==> src/rtl/rotador.sv <==
// -----------------------------------------------------------------------------
// rotador
//
// Word-rotation stage with an output FIFO. Each accepted beat has its
// unqualified words zeroed, then is rotated word-wise by a running counter
// that advances once per accepted beat. The rotated beat and its rotated
// valid mask are queued in a small FIFO for the downstream consumer.
// An error from upstream flushes the FIFO, clears the rotation counter and
// holds the block in an error state until the error flag drops.
//
// Ports
//   clk          : clock, all state on rising edge
//   reset        : asynchronous active-low reset
//   data_in      : word-packed input bus, word i = bits [i*WORD_SIZE +: WORD_SIZE]
//   control_in   : per-word valid mask, bit i qualifies word i
//   error_in     : upstream error flag
//   ready_in     : downstream ready
//   data_out     : rotated bus at FIFO head (0 when FIFO empty)
//   control_out  : rotated mask at FIFO head (0 when FIFO empty)
//   valid_out    : FIFO head valid
//   error_out    : high while in the error state
//   overflow_out : sticky, a beat was dropped because the FIFO was full
// -----------------------------------------------------------------------------
module rotador #(
    parameter int BUS_SIZE   = 60,
    parameter int WORD_SIZE  = 6,
    parameter int FIFO_DEPTH = 4
) (
    input  logic                          clk,
    input  logic                          reset,
    input  logic [BUS_SIZE-1:0]           data_in,
    input  logic [BUS_SIZE/WORD_SIZE-1:0] control_in,
    input  logic                          error_in,
    input  logic                          ready_in,
    output logic [BUS_SIZE-1:0]           data_out,
    output logic [BUS_SIZE/WORD_SIZE-1:0] control_out,
    output logic                          valid_out,
    output logic                          error_out,
    output logic                          overflow_out
);

    localparam int WORD_NUM = BUS_SIZE / WORD_SIZE;
    localparam int RW       = (WORD_NUM > 1) ? $clog2(WORD_NUM) : 1;
    localparam int PW       = $clog2(FIFO_DEPTH);
    localparam int CW       = PW + 1;

    typedef enum logic {
        ST_RUN = 1'b0,
        ST_ERR = 1'b1
    } state_e;

    state_e                state_q, state_d;
    logic [RW-1:0]         rot_q, rot_d;
    logic [PW-1:0]         wr_ptr_q, wr_ptr_d;
    logic [PW-1:0]         rd_ptr_q, rd_ptr_d;
    logic [CW-1:0]         count_q, count_d;
    logic                  overflow_q, overflow_d;

    logic [BUS_SIZE-1:0]   data_mem [FIFO_DEPTH];
    logic [WORD_NUM-1:0]   ctrl_mem [FIFO_DEPTH];

    logic [BUS_SIZE-1:0]   data_masked;
    logic [BUS_SIZE-1:0]   data_rot;
    logic [WORD_NUM-1:0]   ctrl_rot;
    logic                  accept;
    logic                  full;
    logic                  push;
    logic                  pop;

    // Zero every word whose mask bit is clear before it is rotated.
    always_comb begin
        data_masked = '0;
        for (int i = 0; i < WORD_NUM; i++) begin
            if (control_in[i]) begin
                data_masked[i*WORD_SIZE +: WORD_SIZE] = data_in[i*WORD_SIZE +: WORD_SIZE];
            end
        end
    end

    // Output word j takes input word (j + rot) mod WORD_NUM: shifting a doubled
    // copy of the bus right by rot words and keeping the low half does exactly
    // that without a per-word mux tree description.
    assign data_rot = BUS_SIZE'({data_masked, data_masked} >> (int'(rot_q) * WORD_SIZE));
    assign ctrl_rot = WORD_NUM'({control_in, control_in} >> rot_q);

    // The edge that leaves the error state may also accept a beat, so accept
    // only looks at error_in and not at the current state.
    assign accept = !error_in && (control_in != '0);
    assign full   = (count_q == CW'(FIFO_DEPTH));

    // NOTE: every signal written in this block gets a default first so that no
    // path leaves it unassigned, which would otherwise infer a latch.
    always_comb begin
        state_d    = state_q;
        rot_d      = rot_q;
        wr_ptr_d   = wr_ptr_q;
        rd_ptr_d   = rd_ptr_q;
        count_d    = count_q;
        overflow_d = overflow_q;
        push       = 1'b0;
        pop        = 1'b0;

        if (error_in) begin
            // Entering (or staying in) the error state flushes everything.
            state_d  = ST_ERR;
            rot_d    = '0;
            wr_ptr_d = '0;
            rd_ptr_d = '0;
            count_d  = '0;
        end else begin
            state_d = ST_RUN;
            pop     = valid_out && ready_in;
            if (accept) begin
                rot_d = (rot_q == RW'(WORD_NUM - 1)) ? '0 : rot_q + RW'(1);
                // A full FIFO still takes the beat if the head leaves this edge.
                if (!full || pop) begin
                    push = 1'b1;
                end else begin
                    overflow_d = 1'b1;
                end
            end
            wr_ptr_d = wr_ptr_q + PW'(push);
            rd_ptr_d = rd_ptr_q + PW'(pop);
            count_d  = count_q + CW'(push) - CW'(pop);
        end
    end

    // NOTE: state registers use non-blocking assignments so every register
    // samples the values from before the edge, independent of block ordering.
    always_ff @(posedge clk or negedge reset) begin
        if (!reset) begin
            state_q    <= ST_RUN;
            rot_q      <= '0;
            wr_ptr_q   <= '0;
            rd_ptr_q   <= '0;
            count_q    <= '0;
            overflow_q <= 1'b0;
        end else begin
            state_q    <= state_d;
            rot_q      <= rot_d;
            wr_ptr_q   <= wr_ptr_d;
            rd_ptr_q   <= rd_ptr_d;
            count_q    <= count_d;
            overflow_q <= overflow_d;
        end
    end

    // NOTE: the storage array is deliberately not reset; its contents are only
    // visible through the valid-gated outputs, and the pointers/count that
    // define validity are reset.
    always_ff @(posedge clk) begin
        if (push) begin
            data_mem[wr_ptr_q] <= data_rot;
            ctrl_mem[wr_ptr_q] <= ctrl_rot;
        end
    end

    assign valid_out    = (state_q == ST_RUN) && (count_q != '0);
    assign data_out     = valid_out ? data_mem[rd_ptr_q] : '0;
    assign control_out  = valid_out ? ctrl_mem[rd_ptr_q] : '0;
    assign error_out    = (state_q == ST_ERR);
    assign overflow_out = overflow_q;

endmodule

==> config.mk <==
export PLATFORM = sky130hd
export DESIGN_NAME = rotador
export DESIGN_NICKNAME = d
export VERILOG_FILES = /design/src/rtl/rotador.sv
export SDC_FILE = /design/constraint.sdc
export NUM_CORES = 1
export LEC_CHECK = 0
export CAP_MARGIN = 20
export CORE_UTILIZATION = 30
export CTS_CLUSTER_DIAMETER = 40
export DETAILED_ROUTE_END_ITERATION = 10
export PLACE_DENSITY_LB_ADDON = 0.1
export SLEW_MARGIN = 30
export SYNTH_ARGS = -nofsm -noshare
export SYNTH_HDL_FRONTEND = slang
export SYNTH_SLANG_ARGS = --single-unit
==> constraint.sdc <==
create_clock -name clk -period 6.8 [get_ports clk]
set_clock_uncertainty 0.1 [all_clocks]
set_input_delay 1.7 -clock clk [delete_from_list [all_inputs] [get_ports clk]]
set_output_delay 1.7 -clock clk [all_outputs]
set_load 0.03 [all_outputs]
* Yosys cells after proc, flatten, opt, wreduce, memory -nomap -nowiden
Memories as Yosys holds them, arrays and structs flattened. Cells that the tools add are included. Widths: inputs -> output; s select.
Word-level totals: register bits after elaboration 13, latch bits 0, bits in writable memories 280, output and inout bits 73, ROM bits 0, memories 2, input port bits 74, logic and storage cells 56
Cells by class: shifts and indexed selects 2, multipliers 1, order comparisons 0, muxes and demuxes 25, divide/modulo/power cells 0, equal/unequal tests 2, add/subtract/negate cells 5, reduce and logical (&&, ||, !) cells 10, bitwise gates (word level) 3
Memory list:
- data_mem | depth 4, bits a word 60, read ports 1, clocked after Yosys merged registers in 0, write ports 1, line 59 | logic [BUS_SIZE-1:0] data_mem [FIFO_DEPTH];
- ctrl_mem | depth 4, bits a word 10, read ports 1, clocked after Yosys merged registers in 0, write ports 1, line 60 | logic [WORD_NUM-1:0] ctrl_mem [FIFO_DEPTH];
Operators with widths (count):
- $shr 120x7->60 | 1
- $mux 6 | 10
- $mux 60 | 1
- $shr 20x4->10 | 1
- $mux 4 | 3
- $mux 10 | 1
- $reduce_bool 10->1 | 1
- $mux 1 | 7
- $mul 4x2->6 const B | 1
- $add 2x1->2 | 2
- $add 4x1->4 const B | 1
- $eq 4x4->1 const B | 1
- $mux 2 | 2
- $add 3x1->3 | 1
- $eq 3x3->1 const B | 1
- $logic_and 1x1->1 | 3
- $mux 3 | 1
- $not 1->1 | 3
- $reduce_and 3->1 | 1
- $reduce_bool 3->1 | 1
- $sub 3x1->3 | 1
- $logic_not 1->1 | 2
- $reduce_bool 2->1 | 1
- $logic_or 1x1->1 | 1

* Logic depth before layout (Yosys ltp)
depth in word-level cells 10, mapped depth 13, mapped depth without buffers 11

* Worst setup path after synthesis
OpenSTA, ideal clock, no wires.
path kind input to register, from input port control_in[0], to memory ctrl_mem[1][0] (netlist name) (enable), data required time 6.101 ns, buffers on the path 1, library setup time 0.599 ns, setup slack -1.496 ns, stages on the path 5, arrival 7.597 ns, path through clkbuf_1 nor4_1 a31oi_1 nand2_1 nor3b_1
On the way: longest elaborated chain between the ends 7
Ends and longest elaborated chain:
- from (decl) | line 32 | input logic [BUS_SIZE/WORD_SIZE-1:0] control_in,
- $reduce_bool 10->1 | line 88 | assign accept = !error_in && (control_in != '0);
- $logic_and 1x1->1 | line 88
- $mux 1 | line 113 | if (accept) begin
- $mux 1 (2 in series) | line 103 | if (error_in) begin
- $mux 1 | line 152 | if (push) begin
- $mux 1 (implied by the code) | line 154 | ctrl_mem[wr_ptr_q] <= ctrl_rot;
- to (decl) | line 60
Every way passes these cells. The select of a mux whose other input is x is not followed.

* Worst setup path in the final report
from register rot_q[0], to memory data_mem[2][6] (data pin)
On the way: longest elaborated chain between the ends 2
Ends and longest elaborated chain:
- from (decl) | line 53 | logic [RW-1:0] rot_q, rot_d;
- from (signal assigned) | line 140 | rot_q <= rot_d;
- $mul 4x2->6 | line 83 | assign data_rot = BUS_SIZE'({data_masked, data_masked} >> (int'(rot_q) * WORD_SIZE));
- $shr 120x7->60 | line 83
- named net data_rot[6] | line 63 | logic [BUS_SIZE-1:0] data_rot;
- to (decl) | line 59
The timed path passes the listed nets, and every way through them passes these cells.

==> metrics.md <==
| Metric | Value |
|---|---|
| # resized after CTS | `0` |
| Synthesized cell area | `0.0171 mm2` |
| Syn. warnings | `0` |
| Antenna Nets Post-Route | `0` |
| Core region area | `0.0563 mm2` |
| Clock slew at reported path FFs | `around 0.050 ns` |
| CP arrival | `about 5.3 ns` |
| Clock Root Buffer | `clkbuf_16` |
| Synthesized netlist cell count | `1,353` |
| Setup CP Type | `reg2reg` |
| Max Cap Violations | `0` |
| Die Y | `241 um` |
| Worst-Skew Late Latency | `roughly 0.55 ns` |
| Hold Path Class | `reg2reg` |
| Worst-case vdd ir drop | `171 uV` |
| Fmax | `approximately 0.20 GHz` |
| Gr usage total | `21.1%` |
| Drt wl/cell | `around 27 um` |
| Period Utilization, post-route | `75.4%` |
| CP peak stage delay | `0.75 ns` |
| CTS H-tree depth | `2` |
| Fillers | `5,474` |
| R2R setup slack | `between 1.5 and 2 ns` |
| Hold_buf cts | `0` |
| Residual DRC | `0` |
| Req. time, crit path | `~6.9 ns` |
| Clock sinks | `a little under 300` |
| Detailed Route Iter0 Violations | `1,267` |
| CTS max path bufs | `3` |
| Number of global-route vias before repair | `12,900` |
| Prevailing post-synth register cell | `edfxtp_1` |
| Die ar. | `0.0578 mm2` |
| Final Slew Violations | `0` |
| CTS tree | `built` |
| Register bit total from synthesis | `293` |
| Post-Syn Nets | `1,439` |
| Area grow syn2layout | `22.5%` |
| Pwr Total | `around 7 mW` |
| # Post-CTS Setup Buffers | `0` |
| Slowest cell on crit path | `dfrtp_4` |
| First-pass GRT wire length | `89.6 mm` |
| Outcome | `complete, no violations` |
| Largest net degree at the start of global routing | `73` |
| TritonRoute pass-1 iters | `7` |
| Fin crit period | `5.12 ns` |
| Number of buffers created by CTS | `43` |
| GRT Residual Overflow | `0` |
| Largest delay share family, worst path | `simple AND/OR/NAND/NOR gates` |
| Async S/R FF share, synth | `~4.4%` |
| HPWL Detailed | `44.0 mm` |
| Post-synth EDFFs | `280` |
| Pwr per Cell Area | `342 mW/mm2` |
| Setup crit end kind | `flip-flop` |
| Vias | `12,900` |
| Horiz. Die Dim | `241 um` |
| Crit path launch type | `flip-flop` |
| Vias per cell | `5.71` |
| CP Cell Sequence | `ha_1, fa_2, xnor2_4, buf_4, nand2_1, o211ai_1, o22ai_1, nor3_1` |
| Final Hold Viols | `0` |
| RSZ-0062 raised after global routing | `no` |
| Setup TNS | `0 ns` |
| Sequential share of the synthesized area | `51.2%` |
| CP Buf/Inv Count | `1` |
| # IOs | `around 150` |
| Initial Util | `30.3%` |
| Final setup fails | `0` |
| Post-layout util | `~37%` |
| Gpl congestion | `0.970` |
| Yosys cell types | `89` |
| Layout cells sized above 1 | `17.6%` |
| Worst Path Max Fanout | `60` |
| Row cnt | `87` |
| Initial antenna violation count | `0` |
| PortBufs | `about 150` |
| Antenna cells | `0` |
| Final wirelength | `60.6 mm` |
| Nets | `1,561` |
| LEAKAGE | `6.93 nW` |
| Max_slew headroom | `roughly 33%` |
| Avg Inst Size Synth | `12.6 um2` |
| Worst-Margin Slew | `about 1.0 ns` |
## synth_stat cells, types with 10 or more instances
cell       count  share of area, %
nand2_1      113               2.5
nand2b_1      17              0.62
dfrtp_1       13               1.9
inv_1         10              0.22
o22ai_1       53               1.9
nor3_1        28              0.82
nand4bb_1     15              0.99
o211ai_1      11              0.48
clkbuf_1      56               1.2
buf_2         34               1.0
nand4_1       23              0.84
a21oi_1       38               1.1
nor2_1        93               2.0
nand3_1       13              0.38
o221ai_1      32               1.6
a211oi_1      14              0.62
edfxtp_1     280                49
and2_1        74               2.7
mux2i_1       80               4.7
a22oi_1       17              0.75
o21ai_0       44               1.3
ha_1          10              0.73
mux4_2        80                11
## cell type report
cell class	count	area, um2	area share [%]
clock inverters	29	440	2.11
inverters	11	41.3	0.197
well taps	756	946	4.52
multi-input cells	936	7770	37.2
flip-flops and latches	293	8740	41.8
clock buffers	49	1130	5.40
repair buffers	190	1840	8.81
## per-layer routing
| layer | wire [um] | global-route usage (%) | vias up |
|---|---|---|---|
| li1 | - | - | 5707 |
| met2 | 27500 | 32.4 | 560 |
| met4 | 1540 | 6.25 | 0 |
| met5 | 0 | 0 | - |
| met1 | 27300 | 30.0 | 6561 |
| met3 | 4200 | 4.26 | 106 |
## placed cells by master (no fill, tap or decap), types with 6 or more instances in the layout
cell	synthesis	routed
mux2i_1	80	80
nand4_1	23	23
o32ai_1	7	7
o22ai_1	53	53
a22oi_1	17	17
o21ai_0	44	44
ha_1	10	9
nor3_1	28	26
mux4_2	80	80
o211ai_1	11	11
a21oi_1	38	38
buf_4	8	40
o22a_1	9	9
nand3_1	13	13
clkbuf_16	0	44
nand4bb_1	15	15
bufinv_16	0	9
inv_6	0	7
o221a_2	8	8
inv_1	10	10
nor2_1	93	88
a31oi_1	7	7
o221ai_1	32	32
a32oi_1	7	7
o221ai_2	8	8
edfxtp_1	280	280
dfrtp_1	13	10
a211oi_1	14	14
nand2_1	113	113
clkdlybuf4s50_1	0	146
and2_1	74	74
mux2_2	8	8
nand2b_1	17	17
o2bb2ai_1	6	6
nor2b_1	9	9
## registers in the layout, indices dropped and copies added (netlist names)
name          count
wr_ptr_q          2
error_out         1
ctrl_mem         40
rd_ptr_q          2
count_q           3
rot_q             4
overflow_out      1
data_mem        240
## worst paths after layout
path,startpoint,to,cells past startpoint
worst max-delay path,rot_q[0],data_mem[2][6],8
worst min-delay path,overflow_out,overflow_out,1
worst max register to register,rot_q[0],data_mem[2][6],8
worst min register to register,overflow_out,overflow_out,1
max in group asynchronous,reset,rot_q[0],1
min in group asynchronous,reset,rd_ptr_q[1],1
## cell families (layout without fill, tap and decap cells)
logic type | after synthesis | after routing | share of synthesized area, %
fa+ha+maj | 12 | 12 | 0.968
flops | 293 | 293 | 51.2
compound gates | 326 | 326 | 14.5
simple gates | 416 | 416 | 12.6
buf+inv | 124 | 279 | 3.78
xor+xnor | 7 | 7 | 0.513
mux | 175 | 175 | 16.4
## where the power goes
| group | internal, mW | leakage (nW) | switching [mW] |
|---|---|---|---|
| logic | 0.867 | 3.40 | 1.47 |
| registers | 2.34 | 2.77 | 0.0883 |
| clock network | 1.56 | 0.754 | 0.829 |
| total | 4.76 | 6.93 | 2.39 |
## worst reg2reg max path, cell delays in order (launching register included)
cell	delay, ns
dfrtp_4	0.75
ha_1	0.47
fa_2	0.52
xnor2_4	0.66
buf_4	0.53
nand2_1	0.51
o211ai_1	0.40
o22ai_1	0.13
nor3_1	0.73
## through the flow
step | instance area [um2] | hold slack [ns] | instances | worst slack, ns
after global placement | 19300 | 0.412 | 2186 | 1.54
after floorplan | 17100 | 0.452 | 1353 | 0.660
after detailed placement | 19300 | 0.412 | 2186 | 1.55
after global routing | 20900 | 0.447 | 2264 | 1.40
final | 20900 | 0.407 | 2264 | 1.68
after CTS | 20900 | 0.424 | 2264 | 1.71
No activity file was read; power rests on OpenSTA's default activity.
